==> config.mk <==
export PLATFORM = sky130hd
export DESIGN_NAME = axis_byte_pack_arbiter
export DESIGN_NICKNAME = d
export VERILOG_FILES = /design/src/rtl/axis_byte_pack_arbiter.sv
export SDC_FILE = /design/constraint.sdc
export NUM_CORES = 1
export LEC_CHECK = 0
export CAP_MARGIN = 40
export CORE_ASPECT_RATIO = 0.9
export CORE_UTILIZATION = 35
export DETAILED_ROUTE_END_ITERATION = 10
export SLEW_MARGIN = 10
export SYNTH_ARGS = -nofsm -noshare
export SYNTH_HDL_FRONTEND = slang
export SYNTH_SLANG_ARGS = --single-unit
==> constraint.sdc <==
create_clock -name s_axis_aclk -period 1.8 [get_ports s_axis_aclk]
set_clock_uncertainty 0.2 [all_clocks]
set_input_delay 0.27 -clock s_axis_aclk [delete_from_list [all_inputs] [get_ports s_axis_aclk]]
set_output_delay 0.27 -clock s_axis_aclk [all_outputs]
set_load 0.02 [all_outputs]
==> src/rtl/axis_byte_pack_arbiter.sv <==
// Purpose: grants one byte FIFO per word, packs BPW bytes LSB-first onto AXIS with tdest = source index. Define ARB_PRIO0_EN to give source 0 strict priority.
// Latency: tvalid rises BPW+1 edges after the grant edge. Peak rate is one word per BPW+3 cycles.
// Backpressure: the word is held in VALID while tready=0, and no FIFO is read until the word is accepted.
module axis_byte_pack_arbiter #(
    parameter int NUM_SRC    = 2,
    parameter int LOGIC_SIZE = 32
) (
    input  logic                       s_axis_aclk,
    input  logic                       s_axis_reset_n,
    input  logic [NUM_SRC-1:0]         i_empty,
    output logic [NUM_SRC-1:0]         o_rd_req,
    input  logic [NUM_SRC*8-1:0]       i_data,
    output logic [LOGIC_SIZE-1:0]      m_axis_tdata,
    output logic                       m_axis_tvalid,
    input  logic                       m_axis_tready,
    output logic [$clog2(NUM_SRC)-1:0] m_axis_tdest
);
    localparam int SRC_W = $clog2(NUM_SRC);
    localparam int BPW   = LOGIC_SIZE / 8;
    localparam int CNT_W = $clog2(BPW) + 1;

    localparam logic [1:0] ST_IDLE  = 2'd0;
    localparam logic [1:0] ST_FETCH = 2'd1;
    localparam logic [1:0] ST_VALID = 2'd2;

`ifdef ARB_PRIO0_EN
    // Source 0 sits outside the rotation, so the pointer lives in 1..NUM_SRC-1.
    localparam logic [SRC_W-1:0] RR_RST = SRC_W'(1);
`else
    localparam logic [SRC_W-1:0] RR_RST = '0;
`endif

    logic [1:0]       state;
    logic [SRC_W-1:0] grant;
    logic [SRC_W-1:0] rr_ptr;
    logic [SRC_W-1:0] rr_nxt;
    logic [SRC_W-1:0] arb_idx;
    logic [SRC_W-1:0] cand;
    logic             arb_hit;
    logic [CNT_W-1:0] issued;
    logic [CNT_W-1:0] captured;
    logic             rd_q;
    logic             fetch_rd;
    logic [7:0]       rd_byte;

    // Read request for the granted source; reset forces it low in the same cycle.
    always_comb begin
        fetch_rd = s_axis_reset_n && (state == ST_FETCH) && !i_empty[grant]
                   && (issued < CNT_W'(BPW));
        o_rd_req        = '0;
        o_rd_req[grant] = fetch_rd;
        rd_byte         = i_data[{grant, 3'b000} +: 8];
    end

    // Arbitration: first non-empty source, starting the search at rr_ptr.
    always_comb begin
        arb_hit = 1'b0;
        arb_idx = '0;
        cand    = '0;
`ifdef ARB_PRIO0_EN
        if (!i_empty[0]) begin
            arb_hit = 1'b1;
        end
        for (int i = 0; i < NUM_SRC - 1; i++) begin
            cand = SRC_W'(1 + ((int'(rr_ptr) - 1 + i) % (NUM_SRC - 1)));
            if (!arb_hit && !i_empty[cand]) begin
                arb_hit = 1'b1;
                arb_idx = cand;
            end
        end
`else
        for (int i = 0; i < NUM_SRC; i++) begin
            cand = SRC_W'((int'(rr_ptr) + i) % NUM_SRC);
            if (!arb_hit && !i_empty[cand]) begin
                arb_hit = 1'b1;
                arb_idx = cand;
            end
        end
`endif
    end

    // Next pointer once the current word is accepted: the source after the one just served.
    always_comb begin
        rr_nxt = rr_ptr;
`ifdef ARB_PRIO0_EN
        if (grant != '0) begin
            rr_nxt = (int'(grant) == NUM_SRC - 1) ? SRC_W'(1) : grant + 1'b1;
        end
`else
        rr_nxt = (int'(grant) == NUM_SRC - 1) ? '0 : grant + 1'b1;
`endif
    end

    // FSM: grant, fetch and pack BPW bytes, then hold the word until it is accepted.
    always_ff @(posedge s_axis_aclk) begin
        if (!s_axis_reset_n) begin
            state         <= ST_IDLE;
            grant         <= '0;
            rr_ptr        <= RR_RST;
            issued        <= '0;
            captured      <= '0;
            rd_q          <= 1'b0;
            m_axis_tdata  <= '0;
            m_axis_tvalid <= 1'b0;
            m_axis_tdest  <= '0;
        end else begin
            rd_q <= fetch_rd;
            case (state)
                ST_IDLE: begin
                    if (arb_hit) begin
                        grant    <= arb_idx;
                        issued   <= '0;
                        captured <= '0;
                        state    <= ST_FETCH;
                    end
                end
                ST_FETCH: begin
                    if (fetch_rd) begin
                        issued <= issued + 1'b1;
                    end
                    // FIFO dout is valid the cycle after the request.
                    if (rd_q) begin
                        for (int n = 0; n < BPW; n++) begin
                            if (captured == CNT_W'(n)) begin
                                m_axis_tdata[8*n +: 8] <= rd_byte;
                            end
                        end
                        captured <= captured + 1'b1;
                        if (captured == CNT_W'(BPW - 1)) begin
                            m_axis_tvalid <= 1'b1;
                            m_axis_tdest  <= grant;
                            state         <= ST_VALID;
                        end
                    end
                end
                ST_VALID: begin
                    if (m_axis_tready) begin
                        m_axis_tvalid <= 1'b0;
                        rr_ptr        <= rr_nxt;
                        state         <= ST_IDLE;
                    end
                end
                default: state <= ST_IDLE;
            endcase
        end
    end
endmodule

==> flow_summary.ini <==
[synth]
synth-seq-cells = 45
muxShareOfSynthArea_pct = 21.26
synthesis.nets = 225
synth_compound_area_share_pct = 4.925
synth_edf_count = 0
synth_area_um2 = 2007
synth_cell_types = 33
ys_seq_area_share_pct = 44.89
synthFlopType = dfxtp_1
synthTopCellsByArea = dfxtp_1, mux2i_1, nand2_1
avgSynthCellArea_um2 = 10.14
synth_top_area_cell = dfxtp_1
yosysTopAreaCellShare_pct = 44.89
synth_commonest_cells = dfxtp_1, nand2_1, mux2i_1
synth_cells = 198
synth-simple-area-share_pct = 19.89
yosys_warnings = 0
post-synth-top-count-cell = dfxtp_1
synth_xor_area_share_pct = 0
synth_top_family_by_area = multiplexers
synth_fa_ha_area_share_pct = 3.741
async_flop_share_pct = 0

[cells_and_area]
fill_cells = 549
final_cell_area_um2 = 2755
n_antenna_cell = 0
instances_no_fill = 329
drive_above_1_share_pct = 13.74
layout.nets = 289
syn_to_final_growth_pct = 37.28
post-route-util_pct = 51.21

[critical_path]
endpoint_kind = output port
required_ns = 1.33
critPathMaxFanout = 2
crit_chain = clkdlybuf4s50_1
path_buf_inv = 1
r2r_cells = 6
reg2reg_slack_ns = 0.14
reg2reg_to = m_axis_tdest$_SDFFE_PN0P_
crit_family = buffers and inverters
path_class = register to output port
start_kind = register
cpMaxStageDelayCell = clkdlybuf4s50_1
cp.arrival_ns = 1.25
slowest_delay_ns = 0.62
regToRegStartpoint = captured[1]$_SDFFE_PN0P_

[place]
place_hpwl_um = 2915
place_area_um2 = 2660
io_buffers = 56
dp_slack_ns = -0.1984
gp_congestion = 0.6739
place_inst = 322

[drt]
via_per_inst = 4.681
wl_met3_um = 273
drt-wirelength-per-cell_um = 12.50
vias = 1540
met2WireLength_um = 1807
firstDrtPassIters = 4
drtAntennaViolNets = 0
top_layer_used = met4
drc = 0
drt-total-wl_um = 4112
m1WireLength_um = 1987
drtIter0Drc = 46

[global_route]
grt_max_degree = 57
antenna_found_initial = 0
grtUsageTotal_pct = 15.03
grt_pass1_wl_um = 6831
grt-ovfl-total = 0
grt_pass1_vias = 1497

[floorplan]
initial_core_util_pct = 37.30
core_um2 = 5380
die_h_um = 73.84
io-pin-count = 57
dieArea_um2 = 6041
die_x_um = 81.82
rows = 25

[worst_hold_path]
hold_end = m_axis_tdata[15]$_SDFFE_PN0P_
min_path_type = register to register
min-delay-start = m_axis_tdata[15]$_SDFFE_PN0P_
worstHoldPathCells = 2

[clock_tree]
cts_setup_buffers = 0
root_buffer = clkbuf_8
clk-insertion-delay-late_ns = 0.30
clock_path_buffers = 2
cts_sinks = 45
cts_tree = done
htreeDepth = 2
cts_buffers = 5
clk_pin_slew_worst_paths_ns = 0.09

[timing]
setup_violations = 0
max_slew_margin_pct = 64.16
fin_tns_setup_ns = 0
min_period_ns = 1.724
final.period_utilization_pct = 95.78
setup_ws_ns = 0.07589
max_freq_ghz = 0.5800
worst_pin_slew_ns = 0.5376
hold_slack_ns = 0.2624
rsz0062_at_grt = yes
hold_viol = 0
maxSlewViolCount = 0

[pwr]
power.density_nw_per_um2 = 709.0
p_leak_nw = 1.236
finalPower_mw = 1.954
irDropWorstVdd_mv = 0.4293

[run_status]
status = finished, final reports clean

[job]
drv_cap = 0
==> cells in the final DEF (no fill, tap or decap), drive strengths merged <==
master	synthesis	final
a211oi	1	1
a21oi	1	1
a31oi	1	1
and2	2	2
and3b	1	1
and4b	1	1
and4bb	1	1
buf	8	17
bufinv	0	1
clkbuf	5	5
clkdlybuf4s50	0	53
clkinv	0	1
dfxtp	45	45
ha	6	6
inv	4	4
mux2	5	5
mux2i	37	37
nand2	41	41
nand2b	4	4
nand3	3	3
nand3b	4	4
nand4b	1	1
nor2	4	4
nor2b	8	8
nor3	3	3
nor3b	3	3
o211a	4	4
o21a	2	2
o2bb2ai	1	1
o31ai	1	1
o41ai	1	1
==> registers in the layout (all words and copies together) (netlist names) <==
signal / cells
state: 2
m_axis_tdata: 32
rd_q: 1
m_axis_tvalid: 1
captured: 3
rr_ptr: 1
m_axis_tdest: 1
issued: 3
grant: 1
==> how the worst max path moves through the flow <==
stage,startpoint,to,cells past startpoint
after floorplan,state[0]$_SDFFE_PN0P_,o_rd_req[1],5
after global placement,i_empty[1],o_rd_req[1],3
after detailed placement,i_empty[1],o_rd_req[1],3
after CTS,state[0]$_SDFFE_PN0P_,o_rd_req[0],4
after global routing,state[0]$_SDFFE_PN0P_,o_rd_req[1],4
final,m_axis_tdata[9]$_SDFFE_PN0P_,m_axis_tdata[9],1
==> cells by family after synthesis <==
kind of cell,count (synthesis)
multiplexers,42
flip-flops,45
buffers and inverters,17
AO/OA/AOI/OAI,12
adder cells (fa/ha/maj),6
AND/OR/NAND/NOR,76
==> power by group <==
group	leakage [nW]	switching [mW]	internal [mW]
combinational	0.818	0.0912	0.108
sequential	0.364	0.00915	1.01
clock	0.0540	0.334	0.404
total	1.24	0.434	1.52
==> final cells by class <==
class	count	area [µm²]	share of cell area (%)
timing repair buffer	70	650.6	23.61
inverter	4	15.01	0.5450
sequential	45	902.1	32.74
clock inverter	2	35.03	1.272
multi-input combinational	136	999.7	36.29
tap	67	83.83	3.043
clock buffer	5	68.82	2.498
==> routing by layer <==
| metal | global-route usage [%] | vias to the layer above |
|---|---|---|
| li1 | - | 794 |
| met1 | 19.05 | 702 |
| met2 | 23.88 | 39 |
| met3 | 4.348 | 5 |
| met4 | 5.848 | 0 |
| met5 | 0 | - |
==> worst reg2reg max path, delay by kind of cell, from the launching register on <==
kind | cells | cell delay [ns]
multiplexers | 1 | 0.19
AND/OR/NAND/NOR | 2 | 0.28
flip-flops | 1 | 0.38
buffers and inverters | 1 | 0.19
adder cells (fa/ha/maj) | 2 | 0.31
==> timing repair <==
action                     4_1_cts  5_1_grt
hold buffers                     0        0
cloned                           0        0
setup endpoints to repair        2        3
gates resized for setup          9        2
pin swaps                        0        0
Note: power is estimated with default switching activity, not from simulation.
